### config.mk
export PLATFORM = sky130hd
export DESIGN_NAME = byte_pair_packer
export DESIGN_NICKNAME = d
export VERILOG_FILES = /design/src/rtl/byte_pair_pkg.sv /design/src/rtl/byte_pair_packer.sv
export SDC_FILE = /design/constraint.sdc
export NUM_CORES = 1
export LEC_CHECK = 0
export ABC_AREA = 1
export BUFFER_PORTS_ARGS = -buffer_cell sky130_fd_sc_hd__buf_2
export CELL_PAD_IN_SITES_DETAIL_PLACEMENT = 1
export CELL_PAD_IN_SITES_GLOBAL_PLACEMENT = 1
export CORE_ASPECT_RATIO = 0.8
export CORE_MARGIN = 2
export CORE_UTILIZATION = 33
export CTS_CLUSTER_DIAMETER = 100
export DETAILED_ROUTE_END_ITERATION = 10
export PLACE_DENSITY = 0.82
export SLEW_MARGIN = 20
export SYNTH_ARGS = -nofsm -noshare
export SYNTH_HDL_FRONTEND = slang
export SYNTH_SLANG_ARGS = --single-unit
### constraint.sdc
create_clock -name clk -period 1.4 [get_ports clk]
set_clock_uncertainty 0.1 [all_clocks]
set_input_delay 0.35 -clock clk [delete_from_list [all_inputs] [get_ports clk]]
set_output_delay 0.35 -clock clk [all_outputs]
set_load 0.005 [all_outputs]
### src/rtl/byte_pair_pkg.sv
// byte_pair_pkg
//   Shared types and constants for the byte pair packer.
//   BYTE_W  : width of one input byte
//   WORD_W  : width of one assembled output word
//   state_t : packer occupancy (EMPTY / HALF / FULL)
package byte_pair_pkg;

   localparam int BYTE_W = 8;
   localparam int WORD_W = 16;

   typedef enum logic [1:0] {
      EMPTY = 2'd0,   // nothing held
      HALF  = 2'd1,   // first byte held, waiting for the second
      FULL  = 2'd2    // complete word held and offered downstream
   } state_t;

endpackage

### src/rtl/byte_pair_packer.sv
// byte_pair_packer
//   Collects two consecutive accepted bytes into one 16-bit word and offers
//   it on a valid/ready output. A partial byte can be discarded with flush.
//
//   Parameters
//     LOW_FIRST : 1 = first byte goes to __out0[7:0], 0 = to __out0[15:8]
//     CNT_W     : width of the consumed-word counter
//
//   Ports
//     clk, rst       : clock, synchronous active-high reset
//     __in0*         : byte input stream (valid/ready)
//     flush          : drop a held partial byte
//     __out0*        : word output stream (valid/ready), zero when not valid
//     __pending      : one byte held, word not yet complete
//     __words        : number of words consumed (wraps)
module byte_pair_packer
   import byte_pair_pkg::*;
#(
   parameter int unsigned LOW_FIRST = 1,
   parameter int unsigned CNT_W     = 16
) (
   input  logic              clk,
   input  logic              rst,
   input  logic [BYTE_W-1:0] __in0,
   input  logic              __in0_valid,
   output logic              __in0_ready,
   input  logic              flush,
   output logic [WORD_W-1:0] __out0,
   output logic              __out0_valid,
   input  logic              __out0_ready,
   output logic              __pending,
   output logic [CNT_W-1:0]  __words
);

   state_t             state_q;
   logic [BYTE_W-1:0]  byte_q;
   logic [WORD_W-1:0]  word_q;
   logic [CNT_W-1:0]   words_q;

   logic byte_hs;
   logic word_hs;

   // In FULL a byte can only enter when the held word leaves in the same
   // cycle, which gives back-to-back words without a bubble.
   assign __in0_ready = !flush && ((state_q != FULL) || __out0_ready);
   assign byte_hs     = __in0_valid && __in0_ready;
   assign word_hs     = (state_q == FULL) && __out0_ready;

   always_ff @(posedge clk) begin
      if (rst) begin
         state_q <= EMPTY;
         byte_q  <= '0;
         word_q  <= '0;
         words_q <= '0;
      end else begin
         unique case (state_q)
            EMPTY: begin
               if (byte_hs) begin
                  byte_q  <= __in0;
                  state_q <= HALF;
               end
            end
            HALF: begin
               if (flush) begin
                  byte_q  <= '0;
                  state_q <= EMPTY;
               end else if (byte_hs) begin
                  if (LOW_FIRST != 0) word_q <= {__in0, byte_q};
                  else                word_q <= {byte_q, __in0};
                  state_q <= FULL;
               end
            end
            FULL: begin
               // word_q is cleared on exit so the output reads zero when idle
               if (word_hs) begin
                  word_q <= '0;
                  if (byte_hs) begin
                     byte_q  <= __in0;
                     state_q <= HALF;
                  end else begin
                     state_q <= EMPTY;
                  end
               end
            end
            default: state_q <= EMPTY;
         endcase

         if (word_hs) words_q <= words_q + CNT_W'(1);
      end
   end

   assign __out0       = word_q;
   assign __out0_valid = (state_q == FULL);
   assign __pending    = (state_q == HALF);
   assign __words      = words_q;

endmodule

Word-level counts from Yosys, hierarchy flattened
Cells that the tools add are included.
{"block": "word_totals", "regBits": 42, "latchBits": 0, "ramBits": 0, "romBits": 0, "input_bits": 13, "out_inout_bits": 35, "word_cells": 39, "n_memories": 0}
{"block": "classes", "addsub": 1, "n_mul": 0, "n_div": 0, "n_lt_le_gt_ge": 0, "n_eq_ne": 9, "n_shift": 0, "n_mux": 14, "n_bitwise": 0, "reduce_logical": 11}
{"cell": "16-bit 2-to-1 mux", "n": 3}
{"cell": "16-bit case mux with 2 select lines", "n": 1}
{"cell": "8-bit 2-to-1 mux", "n": 3}
{"cell": "8-bit case mux with 3 select lines", "n": 1}
{"cell": "16-bit by 1-bit adder with 16-bit output, second input constant", "n": 1}
{"cell": "2-bit 2-to-1 mux", "n": 4}
{"cell": "2-bit inequality test, second input constant", "n": 4}
{"cell": "2-bit case mux with 3 select lines", "n": 1}
{"cell": "3-bit AND reduction", "n": 2}
{"cell": "2-bit by 1-bit inequality test with 1-bit output, second input constant", "n": 2}
{"cell": "4-bit AND reduction", "n": 1}
{"cell": "1-bit logical AND", "n": 3}
{"cell": "3-bit by 2-bit inequality test with 1-bit output, second input constant", "n": 1}
{"cell": "3-bit nonzero test", "n": 1}
{"cell": "2-bit by 1-bit equality test with 1-bit output, second input constant", "n": 1}
{"cell": "2-bit equality test, second input constant", "n": 1}
{"cell": "2-bit logical NOT", "n": 1}
{"cell": "2-bit nonzero test", "n": 1}
{"cell": "1-bit logical NOT", "n": 1}
{"cell": "1-bit logical OR", "n": 1}
{"cell": "1-bit 2-to-1 mux", "n": 1}

Longest topological paths before layout
Gate-level depths: netlist of the first run.
{"block": "depth", "ltp_word": 7, "depth_mapped": 10, "depth_no_buf": 8}

Least setup slack after synthesis of the first run
No wires, ideal clock.
{"block": "synth_path", "path_kind": "register -> register", "startpoint": "register words_q[0], in the netlist __words[0]", "endpoint": "register words_q[10], in the netlist __words[10]", "setup_time_ps": 113, "arrival_ps": 1282, "required_ps": 1187, "setup_slack_ps": -95, "stages_incl_launch_ff": 8, "path_buffers": 0, "synth_period_minus_slack_ps": 1495, "path_cell_list": "dfxtp_1 > ha_1 > nand3_1 > nor3_1 > and2_1 > nand2_1 > nand2_1 > nor2_1"}
{"block": "synth_via", "elab_chain_cells": 1}
{"element": "start, declared", "line_no": "byte_pair_packer.sv:38", "source": "logic [CNT_W-1:0] words_q;"}
{"element": "start signal, assigned", "line_no": "byte_pair_packer.sv:88", "source": "if (word_hs) words_q <= words_q + CNT_W'(1);"}
{"element": "16-bit by 1-bit adder with 16-bit output", "line_no": "byte_pair_packer.sv:88"}
Every way passes these cells.
A chain may end at the register's enable or synchronous reset.

Worst setup path after layout of the first run
{"block": "layout_path", "startpoint": "register state_q[1]", "endpoint": "register word_q[2], in the netlist __out0[2]"}
{"block": "layout_via", "elab_chain_cells": 6, "elab_cells_between_ends": 13, "classes_between": "eq/ne: 6; mux: 1; reduce/logical: 6"}
{"element": "start, declared", "line_no": "byte_pair_packer.sv:35", "source": "state_t state_q;"}
{"element": "start signal, assigned", "line_no": "byte_pair_packer.sv:51", "source": "state_q <= EMPTY;"}
{"element": "start signal, assigned", "line_no": "byte_pair_packer.sv:60", "source": "state_q <= HALF;"}
{"element": "start signal, assigned", "line_no": "byte_pair_packer.sv:66", "source": "state_q <= EMPTY;"}
{"element": "2-bit inequality test", "line_no": "byte_pair_packer.sv:45", "source": "assign __in0_ready = !flush && ((state_q != FULL) || __out0_ready);"}
{"element": "1-bit logical OR", "line_no": "byte_pair_packer.sv:45"}
{"element": "1-bit logical AND", "line_no": "byte_pair_packer.sv:45"}
{"element": "1-bit logical AND", "line_no": "byte_pair_packer.sv:46", "source": "assign byte_hs = __in0_valid && __in0_ready;"}
{"element": "2-bit by 1-bit inequality test with 1-bit output (no source line)"}
{"element": "4-bit AND reduction (no source line)"}
{"element": "end signal, assigned", "line_no": "byte_pair_packer.sv:68", "source": "if (LOW_FIRST != 0) word_q <= {__in0, byte_q};"}
{"element": "end signal, assigned", "line_no": "byte_pair_packer.sv:69", "source": "else word_q <= {byte_q, __in0};"}
{"element": "end, declared", "line_no": "byte_pair_packer.sv:37", "source": "logic [WORD_W-1:0] word_q;"}
Several ways; a longest one is shown, not always the timed one.

==> results of run 1 <==
## routing by layer
layer  part of all wire  vias to the layer above  wire length (um)  global-route usage
li1                   -                     1083                 -                   -
met1               0.41                     1108              3170               0.228
met2               0.53                       57              4170               0.416
met3              0.037                       17               291              0.0431
met4              0.024                        0               187              0.0615
met5                  0                        -                 0                   0
## path summary, 6_finish.rpt
path                     end  slack, ns  cells after the start        start
setup / recovery   __out0[2]      -0.25                      8   state_q[1]
hold / removal    state_q[0]       0.31                      4  __in0_valid
setup reg to reg   __out0[2]      -0.25                      8   state_q[1]
hold reg to reg   __out0[14]       0.38                      2   __out0[14]
## area by class of cell
| type | count | area, um^2 | share of cell area |
|---|---|---|---|
| Timing Repair Buffer | 86 | 711 | 0.224 |
| Inverter | 29 | 129 | 0.0407 |
| Sequential cell | 42 | 857 | 0.270 |
| Tap cell | 81 | 101 | 0.0320 |
| Multi-Input combinational cell | 202 | 1290 | 0.408 |
| Clock inverter | 2 | 10.0 | 0.00316 |
| Clock buffer | 5 | 68.8 | 0.0217 |
## state kept, by name (all words and copies together), names as in the netlist
name,count
__out0,16
__words,16
byte_q,8
state_q,2
## placed cells by master, fill, tap and decap left out, types with 2 or more instances in the layout
| cell | Yosys | layout |
|---|---|---|
| nand2_1 | 64 | 53 |
| buf_6 | 3 | 12 |
| inv_4 | 0 | 4 |
| buf_12 | 0 | 5 |
| nand2_2 | 2 | 8 |
| nand3_1 | 30 | 10 |
| clkbuf_16 | 0 | 4 |
| nand3_4 | 0 | 5 |
| a21oi_2 | 0 | 12 |
| nor3_1 | 6 | 3 |
| clkbuf_8 | 0 | 5 |
| nor2_4 | 1 | 4 |
| nand2_4 | 0 | 4 |
| nand3_2 | 4 | 19 |
| nor3b_2 | 0 | 3 |
| clkinv_2 | 0 | 2 |
| nor2_1 | 37 | 35 |
| a21oi_1 | 34 | 22 |
| inv_1 | 24 | 22 |
| o21ai_0 | 4 | 4 |
| nand4_1 | 6 | 6 |
| nor3_4 | 0 | 2 |
| dfxtp_4 | 0 | 3 |
| xor2_1 | 3 | 3 |
| dfxtp_1 | 42 | 35 |
| buf_4 | 2 | 20 |
| buf_2 | 3 | 45 |
| dfxtp_2 | 0 | 4 |
## what timing repair did
item	CTS	global route
setup buffers	9	7
resized for setup	40	63
hold buffers	0	0
setup endpoints to repair	38	43
pin swaps	13	21
gates cloned	0	4
## logic make-up after synthesis
group | count (synthesis) | share of synthesized area
fa+ha+maj | 1 | 0.00630
buf+inv | 40 | 0.0927
simple gates | 157 | 0.358
compound gates | 41 | 0.107
flops | 42 | 0.424
xor+xnor | 3 | 0.0132
## critical path, delay by kind of cell, from the launching register on
kind	cells	cell delay, ns
AND/OR/NAND/NOR	5	0.73
AO/OA/AOI/OAI	1	0.05
flip-flops	1	0.38
buffers and inverters	2	0.27
## report_power, final
| part | switching [uW] | total [uW] | leakage, uW | internal [uW] |
|---|---|---|---|---|
| clock | 434 | 769 | 0.0000438 | 336 |
| sequential | 24.3 | 1250 | 0.000345 | 1230 |
| combinational | 235 | 415 | 0.00101 | 180 |
| total | 694 | 2440 | 0.00140 | 1740 |
## through the flow
stage                     TNS (ns)  hold slack [ns]  power (uW)
after global routing         -7.54            0.341        2540
final                        -4.92            0.310        2440
after CTS                    -2.60            0.261        2360
after floorplan                  0            0.352        1450
after detailed placement     -2.11            0.358        1570
after global placement      -0.397            0.346        1560
==> flow_metrics.tcl, run 1 <==
set metrics [dict create \
    drv_cap 0 \
    yosys_warnings 0 \
    ios 48 \
    path_class "reg -> reg" \
    core_um2 5850 \
    io_buffers 47 \
    synth_edf_count 0 \
    seq_area_frac_synth 0.424 \
    routedWlPerCell_um 17.5 \
    cts-buffers-inserted 5 \
    cts_tree "built" \
    pre_cts_slack_ns -0.122 \
    htreeDepth 2 \
    synth-async-reset-ratio 0 \
    synth_cell_types 27 \
    ys.flop_type "dfxtp_1" \
    worstSkewPairLatency_ns 0.30 \
    crit_required_ns 1.49 \
    slew_violations 0 \
    drt_iter0_drc 89 \
    yosysMostFrequentCell "nand2_1" \
    via_per_inst 5.07 \
    synth_top_area_cell "dfxtp_1" \
    synthTopCellsByCount "nand2_1 (64), dfxtp_1 (42), nor2_1 (37)" \
    violations "setup timing" \
    dpl.hpwl_um 4280 \
    syn_area_per_cell_um2 6.99 \
    vias 2265 \
    finalCritPeriodShare 1.18 \
    stdcell_area_um2 3170 \
    finalHoldViolCount 0 \
    crit_arrival_ns 1.74 \
    grt_pass1_vias 2307 \
    setup_viol 34 \
    max-clock-path-buffers 2 \
    die_h_um 73.4 \
    cp_slowest_stage_delay_ns 0.38 \
    overflow 0 \
    status "finished, violations left" \
    syn2layout_area_growth_pct 59.7 \
    cpMostUsedCell "buf_6" \
    slew-limit-headroom 0.795 \
    grt_max_degree 24 \
    drive_gt1_frac 0.464 \
    period_minus_slack_ns 1.65 \
    final_util 0.542 \
    power_density_nw_per_um2 769 \
    clk_pin_slew_ns 0.08 \
    max_freq_mhz 607 \
    rows 25 \
    drtPass1Iterations 4 \
    grt_pass1_wl_um 11000 \
    stdcell_count 447 \
    drc_errors 0 \
    crit_path_top_delay_cell "dfxtp_4" \
    synth-seq-cells 42 \
    fillers 726 \
    drt_wl_total_um 7820 \
    dp_cells 423 \
    start_kind "flop" \
    cts_root_buf "clkbuf_8" \
    antenna_found_initial 0 \
    rsz0062_at_grt "yes" \
    placed_cell_area_um2 2470 \
    die_w_um 90.7 \
    ys_top_cells_by_area "dfxtp_1 (42%), nand2_1 (12%), a21oi_1 (8.6%)" \
    postRouteAntennaNets 0 \
    path_cells "buf_6 > nor2_4 > nand4_1 > nand2_4 > buf_6 > nand2_8 > nand2_1 > a21oi_2" \
    peakVddDrop_mv 0.383 \
    fin_ws_ns -0.249 \
    cp-end-kind "flop" \
    clkSinkCount 42 \
    finalNetCount 380 \
    track_usage 0.210 \
    syn-instance-count 284 \
    power.leakage_uw 0.00140 \
    initial_core_util 0.339 \
    syn-num-nets 298 \
    synth_area_um2 1980 \
    antenna_cells 0 \
    dieArea_um2 6650 \
    synth_top_area_frac 0.424 \
    gp_congestion 0.788 \
    worst_pin_slew_ns 0.304 \
    hold_path.class "in -> reg" \
    crit_fanout 8 \
]
(Power assumes the default switching activity.)
==> run 2: changes to the inputs <==
- BUFFER_PORTS_ARGS: -buffer_cell sky130_fd_sc_hd__buf_2 -> -buffer_cell sky130_fd_sc_hd__buf_4
- CORE_MARGIN: 2 -> 5
- TNS_END_PERCENT: default -> 1
==> flow_metrics.tcl, run 2 (synthesis gave the netlist of run 1 again) <==
set metrics [dict create \
    hold_path.class "in -> reg" \
    drtPass1Iterations 4 \
    antenna_found_initial 0 \
    ios 48 \
    status "finished, violations left" \
    regArea_um2 850 \
    grt_max_degree 25 \
    crit_arrival_ns 1.05 \
    gp_congestion 0.797 \
    initial_core_util 0.337 \
    power.leakage_uw 0.00126 \
    crit_path_top_delay_cell "dfxtp_2" \
    slew-limit-headroom 0.842 \
    die_h_um 79.4 \
    fillers 776 \
    power_density_nw_per_um2 898 \
    cp-end-kind "output port" \
    vias 2073 \
    dieArea_um2 7670 \
    multi_input_area_um2 1070 \
    finalNetCount 366 \
    fin_ws_ns -0.0982 \
    violations "setup timing" \
    whs_ns 0.269 \
    via_per_inst 4.79 \
    overflow 0 \
    stdcell_count 433 \
    grt_pass1_wl_um 10600 \
    path_cells "inv_4 > nand3_4 > nand2_2 > inv_1 > buf_4" \
    drv_cap 0 \
    worstSkewPairLatency_ns 0.30 \
    cts_tree "built" \
    postRouteAntennaNets 0 \
    track_usage 0.169 \
    drive_gt1_frac 0.338 \
    syn2layout_area_growth_pct 44.4 \
    start_kind "flop" \
    max_freq_mhz 667 \
    path_class "reg -> out" \
    rsz0062_at_grt "yes" \
    dpl.hpwl_um 4430 \
    io_buffers 47 \
    routedWlPerCell_um 14.8 \
    drt_wl_total_um 6420 \
    cts-buffers-inserted 5 \
    tns_ns -0.508 \
    htreeDepth 2 \
    layout_common_cells "buf_4 (62), nand2_1 (61), dfxtp_1 (37)" \
    crit_required_ns 0.95 \
    cts_root_buf "clkbuf_8" \
    period_minus_slack_ns 1.50 \
    crit_fanout 5 \
    grt_pass1_vias 2231 \
    worst_pin_slew_ns 0.236 \
    antenna_cells 0 \
    final_util 0.487 \
    peakVddDrop_mv 0.467 \
    slew_violations 0 \
    drc_errors 0 \
    clkSinkCount 42 \
    core_um2 5880 \
    die_w_um 96.7 \
    cp_slowest_stage_delay_ns 0.33 \
    dp_cells 424 \
    drt_iter0_drc 84 \
    finalCritPeriodShare 1.07 \
    final_common_cell "buf_4" \
    rows 25 \
    clk_pin_slew_ns 0.08 \
    finalHoldViolCount 0 \
    setup_viol 13 \
    max-clock-path-buffers 2 \
    pre_cts_slack_ns -0.179 \
]
[run 2: changes by cell type in the layout (fill, tap and decap cells not counted), moves of 4 or more]
cell	before	now
buf_2	45	0
buf_4	20	62
buf_6	12	6
clkbuf_16	4	0
nand2_1	53	61
nand2_4	4	0
nand3_1	10	28
nand3_2	19	5
nand3_4	5	1
[run 2: area by class of cell]
| cell class | count | share of cell area |
|---|---|---|
| Clock buffer | 6 | 0.0288 |
| Clock inverter | 1 | 0.0105 |
| Inverter | 29 | 0.0424 |
| Multi-Input combinational cell | 202 | 0.372 |
| Sequential cell | 42 | 0.297 |
| Tap cell | 81 | 0.0354 |
| Timing Repair Buffer | 72 | 0.214 |
[run 2: routing by layer]
layer	GRT usage	part of all wire	up-vias
li1	-	-	1048
met4	0.0477	0.012	0
met5	0	0	-
met1	0.203	0.45	992
met3	0.0334	0.027	6
met2	0.306	0.51	27
[run 2: worst paths after layout]
kind	end	start	slack, ns	depth (start not counted)
hold reg to reg	__out0[10]	__out0[10]	0.38	2
setup / recovery	__in0_ready	state_q[0]	-0.1	5
setup reg to reg	__words[15]	__words[1]	-0.06	8
hold / removal	__words[5]	rst	0.27	4
[run 2: worst max-delay path, delay by kind of cell, from the launching register on]
family / cells / cell delay [ns]
buffers and inverters: 3 / 0.26
and+or+nand+nor: 2 / 0.16
DFF: 1 / 0.33
[run 2: stage by stage]
step | total power, uW | instance area (um^2)
2_1_floorplan | 1450 | 1990
4_1_cts | 2580 | 2800
5_1_grt | 2700 | 2870
3_5_place_dp | 1580 | 2590
3_3_place_gp | 1570 | 2590
6_report | 2570 | 2870
[run 2: where the power goes]
| group | internal, uW | switching, uW |
|---|---|---|
| Combinational | 151 | 183 |
| Sequential | 1230 | 25.4 |
| Clock | 571 | 413 |
| Total | 1950 | 621 |
[run 2: what timing repair did]
| item | CTS | global route |
|---|---|---|
| gates cloned | 0 | 0 |
| hold endpoints to repair | 0 | 0 |
| buffers inserted | 2 | 0 |
| hold buffers | 0 | 0 |
| endpoints found under the setup margin | 39 | 40 |
| gates resized for setup | 25 | 16 |
| pin swaps | 4 | 9 |
